--- src/rtl/panda_shifter_unit.sv ---
// Registered barrel shifter for the Panda Core execute stage: logical left, logical right
// and arithmetic right by 0..Width-1. Optional rotate support under PANDA_SHIFTER_ROTATE_EN.
module panda_shifter_unit #(
    parameter int Width = 32
) (
    input  logic                     clk_i,
    input  logic                     rst_i,
    input  logic                     valid_i,
    input  logic                     left_i,
    input  logic                     arithmetic_i,
    input  logic [Width-1:0]         operand_i,
    input  logic [$clog2(Width)-1:0] amount_i,
`ifdef PANDA_SHIFTER_ROTATE_EN
    input  logic                     rotate_i,
`endif
    output logic [Width-1:0]         result_o,
    output logic                     valid_o
);

    localparam int AmtW = $clog2(Width);

    // stage_s[k] is the operand after the first k barrel stages
    logic [AmtW:0][Width-1:0] stage_s;
    logic                     fill_s;

    // Vacated MSBs take the sign bit only for arithmetic right shifts
    assign fill_s     = ~left_i & arithmetic_i & operand_i[Width-1];
    assign stage_s[0] = operand_i;

    for (genvar k = 0; k < AmtW; k++) begin : g_stage
        localparam int Dist = 1 << k;

        logic [Width-1:0] shl_s;
        logic [Width-1:0] shr_s;
        logic [Width-1:0] shift_s;

        assign shl_s = {stage_s[k][Width-1-Dist:0], {Dist{1'b0}}};
        assign shr_s = {{Dist{fill_s}}, stage_s[k][Width-1:Dist]};

`ifdef PANDA_SHIFTER_ROTATE_EN
        logic [Width-1:0] rotl_s;
        logic [Width-1:0] rotr_s;

        assign rotl_s  = {stage_s[k][Width-1-Dist:0], stage_s[k][Width-1:Width-Dist]};
        assign rotr_s  = {stage_s[k][Dist-1:0], stage_s[k][Width-1:Dist]};
        assign shift_s = rotate_i ? (left_i ? rotl_s : rotr_s)
                                  : (left_i ? shl_s  : shr_s);
`else
        assign shift_s = left_i ? shl_s : shr_s;
`endif

        assign stage_s[k+1] = amount_i[k] ? shift_s : stage_s[k];
    end

    // Output register: load on valid, hold result otherwise; valid is a one-cycle pulse per op
    always_ff @(posedge clk_i or posedge rst_i) begin
        if (rst_i) begin
            result_o <= {Width{1'b0}};
            valid_o  <= 1'b0;
        end else begin
            valid_o <= valid_i;
            if (valid_i) begin
                result_o <= stage_s[AmtW];
            end else begin
                result_o <= result_o;
            end
        end
    end

endmodule

--- config.mk ---
export PLATFORM = sky130hd
export DESIGN_NAME = panda_shifter_unit
export DESIGN_NICKNAME = d
export VERILOG_FILES = /design/src/rtl/panda_shifter_unit.sv
export SDC_FILE = /design/constraint.sdc
export NUM_CORES = 1
export LEC_CHECK = 0
export ABC_AREA = 0
export CORE_MARGIN = 10
export CORE_UTILIZATION = 25
export CTS_CLUSTER_DIAMETER = 50
export DETAILED_ROUTE_END_ITERATION = 10
export SLEW_MARGIN = 20
export SYNTH_ARGS = -nofsm -noshare
export SYNTH_HDL_FRONTEND = slang
export SYNTH_SLANG_ARGS = --single-unit
--- constraint.sdc ---
create_clock -name clk_i -period 1 [get_ports clk_i]
set_clock_uncertainty 0.15 [all_clocks]
set_input_delay 0.2 -clock clk_i [delete_from_list [all_inputs] [get_ports clk_i]]
set_output_delay 0.2 -clock clk_i [all_outputs]
set_load 0.05 [all_outputs]
==> metrics.md, run 1 <==
| Metric | Value |
|---|---|
| Placed insts | `approximately 1200` |
| Core area | `between 20000 and 25000 um2` |
| Initial Util | `0.254` |
| Register area share after synthesis | `0.155` |
| Inserted Clock Buffers | `5` |
| Final hold viol count | `0` |
| CTS root buffer | `clkbuf_16` |
| Diode count | `0` |
| Mapped cell area | `between 5000 and 6000 um2` |
| CTS Hold Bufs | `0` |
| I/O Pins | `75` |
| Clk sink count | `33` |
| Slew Viols, Final | `0` |
| Worst-margin pin slew | `0.420 ns` |
| Number of flops mapped to enable cells by yosys | `0` |
| Relative slew margins | `0.716` |
| Critical Path AT | `2.08 ns` |
| CP required | `1.02 ns` |
| Status | `complete, but fails checks` |
| Period utilisation layout | `2.07` |
| Fmax | `around 0.48 GHz` |
| Clock buffer depth | `2` |
| Per-cell routed wire length | `roughly 22 um` |
| Worst ir drop on vdd | `0.000542 V` |
| CP startpoint kind | `input pin` |
| Post-Syn Nets | `roughly 730` |
| Vias in the first global route | `7128` |
| Multi-input gate area | `5010 um2` |
| Via count | `between 7000 and 8000` |
| Final nets | `1028` |
| Cell variety after synth | `69` |
| Initial antenna violation count | `0` |
| Clock Latency Late Sink | `between 0.2 and 0.3 ns` |
| Detail Route Antenna Nets | `0` |
| Hpwl dp | `19.7 mm` |
| DR vias/cell | `about 5.7` |
| Synth top area share | `0.155` |
| HP Class | `input pin to asynchronous set/reset pin` |
| CP Class | `input pin to flop` |
| Cell taking the most area after synthesis | `dfrtp_1` |
| CP endpoint | `result_o[5]$_DFFE_PP0P_` |
| Lkg Pwr | `4.25 nW` |
| Fill count | `just under 2000` |
| FF+latch count, synth | `33` |
| Synth area leaders | `dfrtp_1, mux2i_1, mux4_2` |
| Global-route wire length before repair | `40.7 mm` |
| Total GRT Usage | `0.179` |
| Reg2reg end | `result_o[15]$_DFFE_PP0P_` |
| CTS tree | `built` |
| Initial drt markers | `between 700 and 800` |
| Finish-stage setup viols | `between 60 and 70` |
| DRC Markers | `0` |
| Die area | `around 28000 um2` |
| Overall Power | `a little under 0.01 W` |
| Synth Flop Type | `dfrtp_1` |
| Synth warn | `0` |
| Syn Inst Count | `~680` |
| R2R setup slack | `-0.15 ns` |
| Area Overhead vs Synth | `89.6%` |
| GRT overflow | `0` |
| Worst Reg-to-Reg Cells | `4` |
| GPL Wtd Cong | `roughly 0.99` |
| Largest net degree at the start of global routing | `33` |
| Reg clk slew, reported paths | `~0.06 ns` |
| Max Cap Viol | `0` |
| Failing checks | `setup timing` |
| Layout cells sized above 1 | `0.580` |
| TritonRoute pass-1 iters | `6` |
| Final hold slack | `about 0.14 ns` |
| H-tree depth | `2` |
| Average cell area after synthesis | `7.78 um2` |
| Start point of the critical path | `left_i` |
| Register Area | `827 um2` |
| Final WL | `roughly 27 mm` |
| Power Density | `966 nW/um2` |
| Fin crit period | `between 2 and 2.5 ns` |
| Max Fanout on Critical Path | `7` |
| RSZ-0062 raised after global routing | `yes` |
| # port buffers | `74` |
| CP endpoint kind | `flop` |
| Synth async-reset ratio | `1.00` |
| Die height | `166 um` |
| Placement Setup Slack | `-1.61 ns` |
| Final worst slack | `-1.07 ns` |
| Die Wd | `between 150 and 200 um` |
| Final Non-Filler Cells | `~1300` |
| Worst flop-to-flop path startpoint | `result_o[15]$_DFFE_PP0P_` |
| # rows | `53` |
## worst min-delay path by stage
stage,endpoint,slack [ns]
CTS,result_o[1]$_DFFE_PP0P_,0.15
global route,result_o[1]$_DFFE_PP0P_,0.16
detailed placement,result_o[24]$_DFFE_PP0P_,0.40
global placement,result_o[24]$_DFFE_PP0P_,0.40
floorplan,result_o[0]$_DFFE_PP0P_,-0.02
finish,result_o[9]$_DFFE_PP0P_,0.14
## cell usage after synthesis, types with 3 or more instances
cell type   n
buf_1       4
mux2_1      7
nor2b_1     5
or2_2       6
o21ai_1     3
a21oi_1    49
o21ai_0    43
buf_6       7
a2111oi_0   3
o311ai_1    4
buf_2      15
o221ai_1    9
o31ai_1     6
nor3_1     25
nand2b_1   16
dfrtp_1    33
o21a_1      4
a31oi_1    11
o311ai_0    5
and2_1      3
o32ai_1     5
nor2_1     77
a32oi_1     6
clkbuf_1   31
nand3_1    10
buf_4       6
a221oi_1    6
o211ai_1   19
a211oi_2    7
mux2_2     28
nand2_1    55
a311oi_1    6
inv_1      13
a221o_1     4
mux4_2     15
a211oi_1   16
nor3b_1     3
mux2i_1    62
o22ai_1    15
## timing repair
item / in CTS / in global routing
buffers inserted: 40 / 17
cloned: 5 / 1
resized for setup: 250 / 106
pin swaps: 68 / 68
setup endpoints to repair: 65 / 66
## where the power goes
part / switching, W / internal [W] / leakage [nW]
Sequential: 0.000202 / 0.00152 / 0.399
Combinational: 0.00322 / 0.00314 / 3.77
Clock: 0.000607 / 0.00105 / 0.0799
## layout make-up
cell class                 count  area share
clock buffer                   7      0.0151
clock inverter                 1    0.000496
inverter                      14     0.00558
multi-input combinational    570       0.497
sequential                    33      0.0820
tap                          275      0.0341
timing repair buffer         362       0.366
## kinds of logic after synthesis
| logic type | share of synthesized area |
|---|---|
| multiplexers | 0.254 |
| flip-flops | 0.155 |
| buffers and inverters | 0.0823 |
| AO/OA/AOI/OAI | 0.325 |
| AND/OR/NAND/NOR | 0.183 |
## metrics by stage
| step | area, um2 | utilization | setup TNS, ns |
|---|---|---|---|
| 6_report | 10100 | 0.481 | -36.66 |
| 5_1_grt | 10100 | 0.481 | -38.95 |
| 4_1_cts | 9550 | 0.456 | -35.58 |
| 3_5_place_dp | 8310 | 0.396 | -48.75 |
| 3_3_place_gp | 8310 | 0.396 | -48.14 |
| 2_1_floorplan | 5490 | - | -33.90 |
## flip-flops by register name, indices dropped and copies added (netlist names)
name,count
valid_o,1
result_o,32
## placed cells by master (no fill, tap or decap), types with 14 or more instances in the layout
cell      count
a21oi_1      34
a21oi_2      16
buf_12       49
buf_4       227
buf_6        34
dfrtp_1      32
mux2_2       14
mux2_4       21
mux2i_1      48
mux4_2       15
nand2_1      44
nor2_1       53
nor2_2       16
nor3_1       15
o211ai_1     19
o21ai_0      25
## critical path, stage by stage
cell and delay [ns]:
buf_16 0.13, buf_8 0.13, mux2_4 0.28, mux4_2 0.64, a221oi_2 0.30, o31ai_1 0.13, o221ai_1 0.17, o21ai_1 0.09
## metal layers
layer	global-route usage	part of all wire	vias to the layer above
li1	-	-	3249
met4	0.0493	0.031	0
met1	0.227	0.41	3501
met3	0.0450	0.089	69
met5	0	0	-
met2	0.293	0.47	437
Power figures use the tool's default switching activity.
==> inputs of run 2 (changes only) <==
--- a/config.mk
+++ b/config.mk
@@ -5,7 +5,6 @@
 export SDC_FILE = /design/constraint.sdc
 export NUM_CORES = 1
 export LEC_CHECK = 0
-export ABC_AREA = 0
 export CORE_MARGIN = 10
 export CORE_UTILIZATION = 25
 export CTS_CLUSTER_DIAMETER = 50
==> constraint.sdc (replaced) <==
create_clock -name clk_i -period 2.1 [get_ports clk_i]
set_clock_uncertainty 0.15 [all_clocks]
set_input_delay 0.42 -clock clk_i [delete_from_list [all_inputs] [get_ports clk_i]]
set_output_delay 0.42 -clock clk_i [all_outputs]
set_load 0.05 [all_outputs]
==> run 2 against run 1 <==
Design area is 11% lower. Power down 58%. Count of clock-buffer cells in the layout did not move. Wire length decreased by 6.4%. Sequential share of layout area grew 0.96 points. Combinational power shrank 60%. The flow still finishes with violations (setup timing). Setup slack better by 0.88 ns. Critical path depth increased by 1. Flip-flop and latch count stayed put. Worst hold slack gained 0.21 ns.
==> metrics.md, run 2 (synthesis gave the netlist of run 1 again) <==
| Metric | Value |
|---|---|
| Status | `complete, but fails checks` |
| Failing checks | `setup timing` |
| Final WL | `between 20 and 30 mm` |
| Die Wd | `between 150 and 200 um` |
| Max Fanout on Critical Path | `5` |
| Layout cells sized above 1 | `0.522` |
| Core area | `about 21000 um2` |
| Fmax | `0.438 GHz` |
| Overall Power | `between 0.004 and 0.005 W` |
| Met3 WL | `between 2 and 2.5 mm` |
| Max reg flops | `32` |
| CTS tree | `built` |
| Clk sink count | `33` |
| Max Cap Viol | `0` |
| Multi-input gate area | `about 4800 um2` |
| Power Density | `458 nW/um2` |
| Final nets | `approximately 980` |
| Clock buffer depth | `2` |
| Worst ir drop on vdd | `0.000337 V` |
| DR vias/cell | `5.64` |
| Initial drt markers | `698` |
| Final hold viol count | `0` |
| Top flop regs | `result_o (32), valid_o (1)` |
| Slew Viols, Final | `0` |
| TritonRoute pass-1 iters | `5` |
| Die height | `~170 um` |
| GRT overflow | `0` |
| CP startpoint kind | `input pin` |
| CP endpoint kind | `flop` |
| HP Class | `flop to flop` |
| DR WL met2 | `11.6 mm` |
| Final worst slack | `-0.185 ns` |
| Clock Latency Late Sink | `0.29 ns` |
| CP Class | `input pin to flop` |
| Critical Path AT | `~2.3 ns` |
| RSZ-0062 raised after global routing | `yes` |
| DRC Markers | `0` |
| Setup TNS | `-2.50 ns` |
| Reg clk slew, reported paths | `roughly 0.06 ns` |
| Largest net degree at the start of global routing | `34` |
| Per-cell routed wire length | `roughly 21 um` |
| Diode count | `0` |
| CTS root buffer | `clkbuf_16` |
| Fin crit period | `~2.3 ns` |
| Final hold slack | `around 0.35 ns` |
| Worst-margin pin slew | `roughly 0.50 ns` |
| Total GRT Usage | `0.171` |
| # port buffers | `74` |
| Hpwl dp | `19.7 mm` |
| Inserted Clock Buffers | `5` |
| CTS Hold Bufs | `0` |
| GPL Wtd Cong | `between 0.9 and 1` |
| Met1 WL | `about 11 mm` |
| Cells along the critical path | `buf_16, buf_12, buf_8, mux2i_1, o22ai_2, or2_1, mux4_2, o211ai_1, o221ai_1` |
| CP required | `2.10 ns` |
| Initial Util | `0.254` |
| Largest Register | `result_o` |
| Vias in the first global route | `6675` |
| CP peak stage delay | `between 0.4 and 0.5 ns` |
| Period utilisation layout | `1.09` |
| Relative slew margins | `0.662` |
| Global-route wire length before repair | `39.1 mm` |
| Most frequent cells in the layout | `buf_4, nor2_1, mux2i_1` |
| Area Overhead vs Synth | `69.4%` |
| Die area | `27500 um2` |
| Initial antenna violation count | `0` |
| H-tree depth | `2` |
| Most common library cell in the layout ignoring fill and taps | `buf_4` |
| Top sig layer | `met4` |
| Detail Route Antenna Nets | `0` |
| Via count | `between 6000 and 7000` |
| Fill count | `approximately 2100` |
| Finish-stage setup viols | `26` |
| # rows | `between 50 and 60` |
| Register Area | `just over 800 um2` |
| CP max stage cell | `mux4_2` |
| I/O Pins | `75` |
| Lkg Pwr | `3.81 nW` |
==> run 2: changes by cell type in the layout (fill, tap and decap cells not counted), moves of 8 or more <==
cell	before	now
buf_2	9	1
buf_6	34	17
buf_12	49	11
dlygate4sd2_1	4	13
buf_4	227	238
nor2_1	53	63
==> run 2: power by group <==
group / leakage, nW / internal, W / switching (W)
registers: 0.400 / 0.000724 / 0.0000530
clock network: 0.0799 / 0.000502 / 0.000286
logic: 3.33 / 0.00112 / 0.00144
total: 3.81 / 0.00235 / 0.00178
==> run 2: path summary, 6_finish.rpt <==
kind / cells past startpoint / slack, ns / from / to
hold / removal: 1 / 0.35 / result_o[24]$_DFFE_PP0P_ / result_o[24]$_DFFE_PP0P_
min in group asynchronous: 3 / 0.39 / rst_i / result_o[17]$_DFFE_PP0P_
setup / recovery: 9 / -0.18 / left_i / result_o[14]$_DFFE_PP0P_
max in group asynchronous: 3 / 1.10 / rst_i / result_o[23]$_DFFE_PP0P_
hold reg to reg: 1 / 0.35 / result_o[24]$_DFFE_PP0P_ / result_o[24]$_DFFE_PP0P_
setup reg to reg: 2 / 0.97 / result_o[4]$_DFFE_PP0P_ / result_o[4]$_DFFE_PP0P_
==> run 2: metrics by stage <==
step           cell area (um2)  cells   util  setup slack [ns]
6_report                  9010   1217  0.430            -0.185
5_1_grt                   9010   1217  0.430            -0.292
4_1_cts                   8610   1212  0.411            -0.149
3_5_place_dp              7830   1192  0.374            -0.747
3_3_place_gp              7830   1192  0.374            -0.788
2_1_floorplan             5480    684      -            -0.379
==> run 2: what timing repair did <==
| action | in CTS | in global routing |
|---|---|---|
| resized for setup | 167 | 98 |
| endpoints found under the setup margin | 32 | 32 |
| buffers inserted | 7 | 6 |
| pin swaps | 41 | 33 |
| cloned | 5 | 1 |
==> run 2: routing by layer <==
layer / vias up / track usage
li1: 3175 / -
met1: 3296 / 0.243
met2: 352 / 0.265
met3: 45 / 0.0201
met4: 0 / 0.0497
met5: - / 0
==> run 2: critical path: cells and delay by family <==
family / cells / cell delay (ns)
and+or+nand+nor: 1 / 0.25
buffers and inverters: 3 / 0.38
AOI/OAI and AO/OA: 3 / 0.55
muxes: 2 / 0.69
==> run 2: layout make-up <==
cell class	instances	area share
Sequential cell	33	0.0916
Inverter	14	0.00583
Timing Repair Buffer	317	0.310
Tap cell	275	0.0382
Clock buffer	7	0.0169
Multi-Input combinational cell	570	0.536
Clock inverter	1	0.000555
==> inputs of run 3 (changes only) <==
--- a/config.mk
+++ b/config.mk
@@ -5,9 +5,9 @@
 export SDC_FILE = /design/constraint.sdc
 export NUM_CORES = 1
 export LEC_CHECK = 0
+export CORE_ASPECT_RATIO = 0.8
 export CORE_MARGIN = 10
 export CORE_UTILIZATION = 25
-export CTS_CLUSTER_DIAMETER = 50
 export DETAILED_ROUTE_END_ITERATION = 10
 export SLEW_MARGIN = 20
 export SYNTH_ARGS = -nofsm -noshare
==> run 3 against run 2 <==
The run still ends with setup timing left. Worst hold slack improved by 0.013 ns. Clock power grew 4.3%. Critical path type unchanged. Power up 4.5%.
==> metrics.md, run 3 (synthesis gave the netlist of run 1 again) <==
| Metric | Value |
|---|---|
| Max Cap Viol | `0` |
| Final Non-Filler Cells | `~1300` |
| Worst Reg-to-Reg Cells | `2` |
| Via count | `roughly 7000` |
| Die area | `about 28000 um2` |
| Fmax | `around 0.44 GHz` |
| Initial antenna violation count | `1` |
| Final WL | `28.5 mm` |
| Worst-margin pin slew | `approximately 0.51 ns` |
| Detail Route Antenna Nets | `0` |
| Clock Latency Late Sink | `~0.3 ns` |
| Clk sink count | `33` |
| DR vias/cell | `about 5.8` |
| Max reg flops | `32` |
| GPL Wtd Cong | `roughly 0.97` |
| Status | `complete, but fails checks` |
| Relative slew margins | `0.656` |
| CP startpoint kind | `input pin` |
| R2R setup slack | `between 1 and 1.5 ns` |
| Period utilisation layout | `1.09` |
| Lkg Pwr | `4.05 nW` |
| Clock buffer depth | `2` |
| DRC Markers | `0` |
| CTS tree | `built` |
| Total GRT Usage | `0.196` |
| Die height | `~150 um` |
| Slew Viols, Final | `0` |
| CTS root buffer | `clkbuf_16` |
| Per-cell routed wire length | `22.8 um` |
| # rows | `47` |
| Critical Path AT | `roughly 2.3 ns` |
| TritonRoute pass-1 iters | `5` |
| Most common library cell in the layout ignoring fill and taps | `buf_4` |
| Global-route wire length before repair | `between 40 and 50 mm` |
| Reg clk slew, reported paths | `about 0.050 ns` |
| Vias in the first global route | `just over 7000` |
| Final hold slack | `roughly 0.37 ns` |
| CP endpoint | `result_o[31]$_DFFE_PP0P_` |
| Die Wd | `about 180 um` |
| CP endpoint kind | `flop` |
| Largest net degree at the start of global routing | `42` |
| Placement Setup Slack | `-0.796 ns` |
| Max Fanout on Critical Path | `6` |
| Reg2reg end | `result_o[6]$_DFFE_PP0P_` |
| Failing checks | `setup timing` |
| HP Class | `flop to flop` |
| Fin area | `between 9000 and 10000 um2` |
| Placed insts | `about 1200` |
| Fill count | `2020` |
| Final worst slack | `-0.181 ns` |
| Power Density | `between 400 and 500 nW/um2` |
| Hpwl dp | `roughly 21 mm` |
| Area Overhead vs Synth | `77.5%` |
| Largest Register | `result_o` |
| Inserted Clock Buffers | `5` |
| Initial drt markers | `~820` |
| Most frequent cells in the layout | `buf_4, nor2_1, mux2i_1` |
| Worst flop-to-flop path startpoint | `result_o[6]$_DFFE_PP0P_` |
| Layout cells sized above 1 | `0.563` |
| CP Class | `input pin to flop` |
| Initial Util | `0.256` |
| H-tree depth | `2` |
| Top flop regs | `result_o (32), valid_o (1)` |
| Core area | `approximately 21000 um2` |
| I/O Pins | `75` |
| # port buffers | `74` |
| DP Area | `~8000 um2` |
| Worst ir drop on vdd | `between 0.0002 and 0.0003 V` |
| Finish-stage setup viols | `27` |
| GRT overflow | `0` |
| RSZ-0062 raised after global routing | `yes` |
| CP required | `around 2.1 ns` |
| Final hold viol count | `0` |
| Start point of the critical path | `left_i` |
| Fin crit period | `2.28 ns` |
| Final nets | `1021` |
[run 3: changes by cell type in the layout (fill, tap and decap cells not counted), sizes merged]
cell	before	now
clkinvlp	0	1
clkbuf	17	15
buf	277	331
clkdlybuf4s15	12	10
clkdlybuf4s50	5	4
inv	13	12
diode	0	1
dlygate4sd2	13	2
[run 3: how the worst min path moves through the flow]
stage | start | endpoint | slack (ns) | cells after the start
finish | result_o[3]$_DFFE_PP0P_ | result_o[3]$_DFFE_PP0P_ | 0.37 | 2
global route | result_o[7]$_DFFE_PP0P_ | result_o[7]$_DFFE_PP0P_ | 0.42 | 1
CTS | result_o[3]$_DFFE_PP0P_ | result_o[3]$_DFFE_PP0P_ | 0.37 | 2
detailed placement | result_o[3]$_DFFE_PP0P_ | result_o[3]$_DFFE_PP0P_ | 0.36 | 2
global placement | result_o[24]$_DFFE_PP0P_ | result_o[24]$_DFFE_PP0P_ | 0.36 | 1
floorplan | valid_i | valid_o$_DFF_PP0_ | 0.30 | 0
[run 3: critical path: stages]
cell	delay [ns]
buf_16	0.10
buf_8	0.12
buf_6	0.11
mux2_2	0.33
mux4_2	0.58
mux2i_2	0.23
o211ai_1	0.15
a21oi_1	0.20
a211oi_1	0.07
[run 3: layout make-up]
type | count | area [um2] | area share
Timing Repair Buffer | 355 | 3110 | 0.329
Clock inverter | 1 | 5.00 | 0.000530
Tap cell | 269 | 337 | 0.0356
Clock buffer | 7 | 153 | 0.0162
Antenna cell | 1 | 2.50 | 0.000265
Multi-Input combinational cell | 570 | 4960 | 0.525
Sequential cell | 33 | 826 | 0.0874
Inverter | 14 | 56.3 | 0.00596
[run 3: through the flow]
stage               power [W]  utilization  TNS (ns)
floorplan             0.00204            -     -5.74
global placement      0.00301        0.374    -21.86
detailed placement    0.00302        0.374    -22.44
CTS                   0.00405        0.418     -1.27
global route          0.00451        0.454     -3.87
finish                0.00431        0.454     -2.58
[run 3: what timing repair did]
action / 4_1_cts / 5_1_grt
setup buffers: 31 / 27
pin swaps: 44 / 81
cloned: 4 / 2
hold buffers: 0 / 0
gates resized for setup: 203 / 151
endpoints found under the setup margin: 32 / 32
[run 3: routing by layer]
layer / track usage / wire length [um]
met1: 0.274 / 12500
met2: 0.285 / 12300
met3: 0.0633 / 3120
met4: 0.0466 / 510
met5: 0 / 0
[run 3: where the power goes]
group	internal (W)	leakage (nW)	switching, W
registers	0.000724	0.400	0.0000573
clock network	0.000503	0.0799	0.000318
logic	0.00119	3.57	0.00151
